## src/rtl/chain_seq_ctrl_if.sv

```systemverilog
// Control/status bundle between the test top level and chain_seq_ctrl.
//   start, abort   : run request / cancel (master -> slave)
//   seed, iters    : run operands, sampled when start is accepted
//   busy, done     : run in progress / one-cycle end-of-run pulse
//   pass, err_cnt  : outcome of the current or last run
//   result         : chain output captured at the last compare
interface chain_seq_ctrl_if #(parameter int W = 32);
  logic         start;
  logic         abort;
  logic [W-1:0] seed;
  logic [7:0]   iters;
  logic         busy;
  logic         done;
  logic         pass;
  logic [7:0]   err_cnt;
  logic [W-1:0] result;

  modport master (output start, abort, seed, iters,
                  input  busy, done, pass, err_cnt, result);
  modport slave  (input  start, abort, seed, iters,
                  output busy, done, pass, err_cnt, result);
endinterface

```

## src/rtl/chain_seq_ctrl.sv

```systemverilog
// Sequencer for a chain of CNT registered increment stages (each adds STEP).
// Drives an operand into the chain, waits out the chain latency, compares
// the chain output against the expected value and repeats for iters rounds,
// feeding the expected value (not the observed one) back in.
// Ports:
//   clk, rst   : clock, synchronous active-high reset
//   ctl        : control/status interface (slave side)
//   chain_in   : registered operand into stage 0
//   chain_out  : output of the last stage
module chain_seq_ctrl #(
  parameter int W    = 32,
  parameter int CNT  = 5,
  parameter int STEP = 1,
  parameter int LAT  = CNT
) (
  input  logic            clk,
  input  logic            rst,
  chain_seq_ctrl_if.slave ctl,
  output logic [W-1:0]    chain_in,
  input  logic [W-1:0]    chain_out
);

  localparam logic [W-1:0] INC = W'(CNT * STEP);
  localparam int           WC  = (LAT < 1) ? 1 : $clog2(LAT + 1);

  typedef enum logic {IDLE, WAIT} state_t;

  state_t        state;
  logic [W-1:0]  exp_val;
  logic [7:0]    remaining;
  logic [WC-1:0] wcnt;
  logic          busy, done, pass;
  logic [7:0]    err_cnt;
  logic [W-1:0]  result;
  logic          miss;

  assign miss = (chain_out != exp_val);

  always_ff @(posedge clk) begin
    if (rst) begin
      state     <= IDLE;
      chain_in  <= '0;
      exp_val   <= '0;
      remaining <= '0;
      wcnt      <= '0;
      busy      <= 1'b0;
      done      <= 1'b0;
      pass      <= 1'b0;
      err_cnt   <= '0;
      result    <= '0;
    end else begin
      done <= 1'b0;
      case (state)
        IDLE: begin
          if (ctl.start) begin
            if (ctl.iters != 8'd0) begin
              chain_in  <= ctl.seed;
              exp_val   <= ctl.seed + INC;
              remaining <= ctl.iters;
              wcnt      <= WC'(LAT);
              err_cnt   <= '0;
              pass      <= 1'b0;
              busy      <= 1'b1;
              state     <= WAIT;
            end else begin
              // Zero-length run: report the seed straight back.
              result  <= ctl.seed;
              pass    <= 1'b1;
              err_cnt <= '0;
              done    <= 1'b1;
            end
          end
        end
        WAIT: begin
          if (ctl.abort) begin
            // Outcome registers freeze; no done pulse.
            busy  <= 1'b0;
            state <= IDLE;
          end else if (wcnt != '0) begin
            wcnt <= wcnt - WC'(1);
          end else begin
            result    <= chain_out;
            remaining <= remaining - 8'd1;
            if (miss && err_cnt != 8'hFF) err_cnt <= err_cnt + 8'd1;
            if (remaining > 8'd1) begin
              // Feed the expected value so one bad round cannot poison the rest.
              chain_in <= exp_val;
              exp_val  <= exp_val + INC;
              wcnt     <= WC'(LAT);
            end else begin
              done  <= 1'b1;
              busy  <= 1'b0;
              pass  <= (err_cnt == 8'd0) && !miss;
              state <= IDLE;
            end
          end
        end
        default: state <= IDLE;
      endcase
    end
  end

  assign ctl.busy    = busy;
  assign ctl.done    = done;
  assign ctl.pass    = pass;
  assign ctl.err_cnt = err_cnt;
  assign ctl.result  = result;

endmodule

```

## src/flat_wrapper.sv

```systemverilog
// flat-port wrapper written by rule: the top's interface ports become plain ports
module chain_seq_ctrl_flat 
#(
  parameter int W    = 32,
  parameter int CNT  = 5,
  parameter int STEP = 1,
  parameter int LAT  = CNT
)
  (clk, rst, chain_in, chain_out, ctl_start, ctl_abort, ctl_seed, ctl_iters, ctl_busy, ctl_done, ctl_pass, ctl_err_cnt, ctl_result);
  chain_seq_ctrl_if #(.W(W)) ctl_i ();
  input  logic clk;
  input  logic rst;
  output logic [W-1:0] chain_in;
  input  logic [W-1:0] chain_out;
  input wire logic [$bits(ctl_i.start)-1:0] ctl_start;
  input wire logic [$bits(ctl_i.abort)-1:0] ctl_abort;
  input wire logic [$bits(ctl_i.seed)-1:0] ctl_seed;
  input wire logic [$bits(ctl_i.iters)-1:0] ctl_iters;
  output wire logic [$bits(ctl_i.busy)-1:0] ctl_busy;
  output wire logic [$bits(ctl_i.done)-1:0] ctl_done;
  output wire logic [$bits(ctl_i.pass)-1:0] ctl_pass;
  output wire logic [$bits(ctl_i.err_cnt)-1:0] ctl_err_cnt;
  output wire logic [$bits(ctl_i.result)-1:0] ctl_result;
  assign ctl_i.start = ctl_start;
  assign ctl_i.abort = ctl_abort;
  assign ctl_i.seed = ctl_seed;
  assign ctl_i.iters = ctl_iters;
  assign ctl_busy = ctl_i.busy;
  assign ctl_done = ctl_i.done;
  assign ctl_pass = ctl_i.pass;
  assign ctl_err_cnt = ctl_i.err_cnt;
  assign ctl_result = ctl_i.result;
  chain_seq_ctrl #(.W(W), .CNT(CNT), .STEP(STEP), .LAT(LAT)) u_core (.clk(clk), .rst(rst), .ctl(ctl_i), .chain_in(chain_in), .chain_out(chain_out));
endmodule
```

## config.mk

```make
export PLATFORM = sky130hd
export DESIGN_NAME = chain_seq_ctrl_flat
export DESIGN_NICKNAME = d
export VERILOG_FILES = /design/src/rtl/chain_seq_ctrl_if.sv /design/src/rtl/chain_seq_ctrl.sv /design/src/flat_wrapper.sv
export SDC_FILE = /design/constraint.sdc
export NUM_CORES = 1
export LEC_CHECK = 0
export CAP_MARGIN = 25
export CORE_ASPECT_RATIO = 1.25
export CORE_MARGIN = 1
export CORE_UTILIZATION = 47
export DETAILED_ROUTE_END_ITERATION = 8
export PLACE_DENSITY_LB_ADDON = 0.15
export SYNTH_ARGS = -nofsm -noshare
export SYNTH_HDL_FRONTEND = slang
export SYNTH_SLANG_ARGS = --single-unit
```

## constraint.sdc

```tcl
create_clock -name clk -period 4 [get_ports clk]
set_clock_uncertainty 0.2 [all_clocks]
set_input_delay 0.4 -clock clk [delete_from_list [all_inputs] [get_ports clk]]
set_output_delay 0.4 -clock clk [all_outputs]
set_load 0.02 [all_outputs]
```

Word level (Yosys, flattened, before mapping)
Cells that the tools add are included.
Word-level totals
  flip-flop bits (word level): 119
  latch bits: 0
  RAM bits: 0
  ROM bits: 0
  input port bits: 76
  output and inout bits: 75
  logic and storage cells: 99
  memories: 0
Operators by class
  add/sub/neg operators: 5
  $mul: 0
  div/mod/pow operators: 0
  magnitude comparators: 1
  equality and inequality tests: 13
  shifts and indexed selects: 0
  mux-type cells: 56
  bitwise operators: 1
  reduce and logical (&&, ||, !) cells: 13
Operators with widths (count)
  $mux W32: 14
  $pmux W32 S2: 3
  $add A32 B3 Y32 const B: 2
  $mux W8: 8
  $ne A32 B32 Y1: 1
  $pmux W8 S2: 2
  $reduce_and A4 Y1: 6
  $mux W1: 19
  $mux W3: 5
  $ne A2 B2 Y1 const B: 7
  $ne A3 B3 Y1 const B: 3
  $add A8 B1 Y8 const B: 1
  $gt A8 B1 Y1 const B: 1
  $logic_not A8 Y1: 1
  $ne A8 B8 Y1 const B: 1
  $pmux W1 S2: 4
  $reduce_bool A8 Y1: 1
  $sub A8 B1 Y8 const B: 1
  $pmux W3 S2: 1
  $reduce_and A5 Y1: 1
  $reduce_bool A3 Y1: 1
  $sub A3 B1 Y3 const B: 1
  $logic_and A1 B1 Y1: 2
  $ne A2 B1 Y1 const B: 1
  other kinds (2): 2

Longest topological paths before layout
  depth in word-level cells: 7
  mapped depth: 14
  depth with buffers taken out: 8

Worst setup path after synthesis
Ideal clock, no wire load.
  path kind: reg-to-reg
  from: register u_core.state
  to: register u_core.exp_val[26]
  arrival time: 3.094 ns
  data required time: 3.719 ns
  slack: 0.626 ns
  stages on the path, launching flop included: 15
  buffers on the path: 7
  path through: dfxtp_1 > buf_6 > buf_6 > buf_4 > buf_2 > buf_2 > buf_2 > mux2_2 > ha_1 > a2bb2oi_2 > and3_1 > buf_2 > and4b_1 > or3_1 > a41oi_1
On the way
  longest elaborated chain between the ends: 3
Ends and longest elaborated chain
  from (decl): line chain_seq_ctrl.sv:28  | state_t state;
  from (signal assigned): line chain_seq_ctrl.sv:41  | state <= IDLE;
  from (signal assigned): line chain_seq_ctrl.sv:64  | state <= WAIT;
  from (signal assigned): line chain_seq_ctrl.sv:78  | state <= IDLE;
  $not A1 Y1: line chain_seq_ctrl.sv:53  | case (state)
  $ne A2 B1 Y1 (no line) / $ne A2 B2 Y1 (equally long branches)
  $reduce_and A5 Y1 (no line)
  to (signal assigned): line chain_seq_ctrl.sv:58  | exp_val <= ctl.seed + INC;
  to (signal assigned): line chain_seq_ctrl.sv:88  | exp_val <= exp_val + INC;
  to (decl): line chain_seq_ctrl.sv:29  | logic [W-1:0] exp_val;
Several ways; a longest one is shown, not always the timed one.
A chain may end at the register's enable or synchronous reset.

Worst setup path after layout
  from: register u_core.state
  to: register u_core.exp_val[31]
The elaborated chain is that of the path after synthesis.

==> out/metrics.csv <==
metric;value;unit
DR vias;6921;
Min-Delay Path Class;reg2reg;
largest net degree at the start of global routing;71;
Max Slew Vio Count;0;
CTS H-tree depth;4;
# Post-CTS Setup Buffers;0;
io pins;151;
Starting Density;0.4846;
Worst-path clk slew;60;ps
Top cell by count, worst path;nand3_1;
count leader, synth;dfxtp_1;
Die Y;136;um
worst vdd ir;0.2859;mV
post-layout min period;3177;ps
synthesized netlist net count;918;
DRC;0;
GRT Total Usage;0.2975;
diode count;0;
top_reg_cell synth;dfxtp_1;
Synth area leaders;dfxtp_1 35%, a211oi_1 6.8%, nor2_1 5.5%;
status;complete, no violations;
Longest Clk Path Bufs;2;
CP Data Arrival Time;3340;ps
first-pass GRT wire length;33370;um
Final nets;1040;
synthesized flop and latch total;119;
total power;3770;uW
setup_tns;0;ps
core box area;0.01393;mm^2
via/cell ratio;6.039;
Die Footprint;0.01485;mm^2
cts hold-fix bufs;0;
crit path cell chain;buf_4 > nand4_1 > a211oi_2 > nand3_1 > or4_4 > or3_1 > nand3_1;
cell count of the worst hold path;2;
share of the synthesized area in the top cell type;0.3529;
leak pwr;0.003047;uW
RD Place Congestion;0.9589;
crit start category;flop;
CTS tree;done;
First DRT Iteration DRCs;634;
Layout area overhead;32.36;%
layout cells sized above 1;0.07930;
initial antenna violation count;0;
post-CTS resize count;0;
iteration count of the initial detailed-routing pass;7;
Max stage delay on crit path;740;ps
Mean Syn Cell Area;8.076;um^2
dpl hpwl;15790;um
critical path class;reg2reg;
asr flop ratio synth;0;
fin crit share;0.7942;
post-route ant nets;0;
Post-synth top cells;119 x dfxtp_1, 99 x nor2_1, 78 x nand2_1;
fmax;0.3148;GHz
Distinct cells, synth;78;
Routed Wire Length;22160;um
FP Rows;48;
CTS Root Cell;clkbuf_16;
Slew @ Worst Pin;897.0;ps
Rel. slew slack;0.4020;
Final Hold Fails;0;
CP required;4160;ps
Max-Cap Viols;0;
total congestion overflow;0;
routed wire length per instance;19.34;um
clock insertion delay at the later pin of the skew report;420;ps
vias in the first global route;6247;
RSZ-0062 raised after global routing;no;
worst-path fanout max;51;
Syn. warnings;0;
clock sink total;119;
Yosys top cell by area;dfxtp_1;
pwr dens;421.9;mW/mm^2
Crit. End Element;flop;
port bufs;150;
number of synthesized flops with an enable pin;0;
mapped cell area;0.006751;mm^2
chip width;109.2;um
CP max-delay cell;dfxtp_4;
final setup violation count;0;
register area share after synthesis;0.3529;
Post-Syn Instances;836;
TritonCTS Buffers;17;
R2R depth;7;
## cell families (layout without fill, tap and decap cells)
| family | count (synthesis) | after routing | synth area share |
|---|---|---|---|
| buf+inv | 73 | 208 | 0.05059 |
| flops | 119 | 119 | 0.3529 |
| simple gates | 342 | 342 | 0.2554 |
| compound gates | 228 | 228 | 0.2348 |
| mux | 30 | 30 | 0.04596 |
| fa+ha+maj | 6 | 6 | 0.01112 |
| xor+xnor | 38 | 38 | 0.04930 |
## critical path: cells and delay by family (launching register included)
kind | cells | cell delay, ps
AND/OR/NAND/NOR | 5 | 1370
flip-flops | 1 | 740
buffers and inverters | 1 | 460
AO/OA/AOI/OAI | 1 | 320
## cells in the final DEF, fill, tap and decap left out, drive strengths merged, types with 5 or more instances in the layout
cell type and count:
a31oi 14, nor2 99, a311oi 7, nand3 35, buf 16, nand2 79
nand4 22, or3 6, mux2i 22, a221oi 5, clkinv 8, nor2b 19
ha 6, clkdlybuf4s50 149, nand3b 6, xor2 5, and2 7, clkbuf 17
a21oi 49, mux2 8, nor4 8, inv 13, nor3 30, dfxtp 119
and3 6, nand4b 7, a211oi 63, o211ai 9, xnor2 33, o21ai 35
## path summary, 6_finish.rpt
| kind | from | end | slack [ps] |
|---|---|---|---|
| max | u_core.state$_SDFF_PP0_ | u_core.exp_val[31]$_SDFFE_PP0P_ | 820 |
| min | u_core.chain_in[2]$_SDFFE_PP0P_ | u_core.chain_in[2]$_SDFFE_PP0P_ | 260 |
| max reg2reg | u_core.state$_SDFF_PP0_ | u_core.exp_val[31]$_SDFFE_PP0P_ | 820 |
| min reg2reg | u_core.chain_in[2]$_SDFFE_PP0P_ | u_core.chain_in[2]$_SDFFE_PP0P_ | 260 |
## sequential cells by signal (all words and copies together) (netlist names)
signal	cells
u_core.ctl.done	1
u_core.state	1
u_core.chain_in	32
u_core.ctl.err_cnt	8
u_core.wcnt	3
u_core.ctl.result	32
u_core.ctl.pass	1
u_core.ctl.busy	1
u_core.exp_val	32
u_core.remaining	8
## power by group
group / internal, uW / total [uW] / leakage (uW) / switching, uW
registers: 1280 / 1380 / 0.000978 / 99.7
logic: 356 / 814 / 0.00178 / 458
clock network: 981 / 1580 / 0.000293 / 594
## per-layer routing
layer / global-route usage / up-vias / routed length, um / part of all wire
met5: 0 / - / 0 / 0
met2: 0.5038 / 284 / 10970 / 0.49
li1: - / 3347 / - / -
met4: 0.1481 / 0 / 884 / 0.040
met3: 0.04986 / 52 / 1419 / 0.064
met1: 0.3599 / 3238 / 8890 / 0.40
## area by class of cell
class,instances,area (um^2)
clock buffer,17,425.4
clock inverter,15,177.7
fill,1220,4997
inverter,11,41.29
multi-input combinational,644,4063
sequential,119,2386
tap,175,219.0
timing repair buffer,165,1624
## metrics by stage
| step | setup WS [ps] | utilization | hold WS [ps] | instance area (um^2) | instances |
|---|---|---|---|---|---|
| global placement | 864.7 | 0.5981 | 250.9 | 8333 | 1114 |
| finish | 823.2 | 0.6413 | 257.0 | 8936 | 1146 |
| global route | 677.2 | 0.6413 | 289.7 | 8936 | 1146 |
| floorplan | 625.7 | - | 253.9 | 6751 | 836 |
| detailed placement | 781.9 | 0.5981 | 249.4 | 8333 | 1114 |
| CTS | 855.8 | 0.6413 | 264.5 | 8936 | 1146 |
Power figures use the tool's default switching activity.
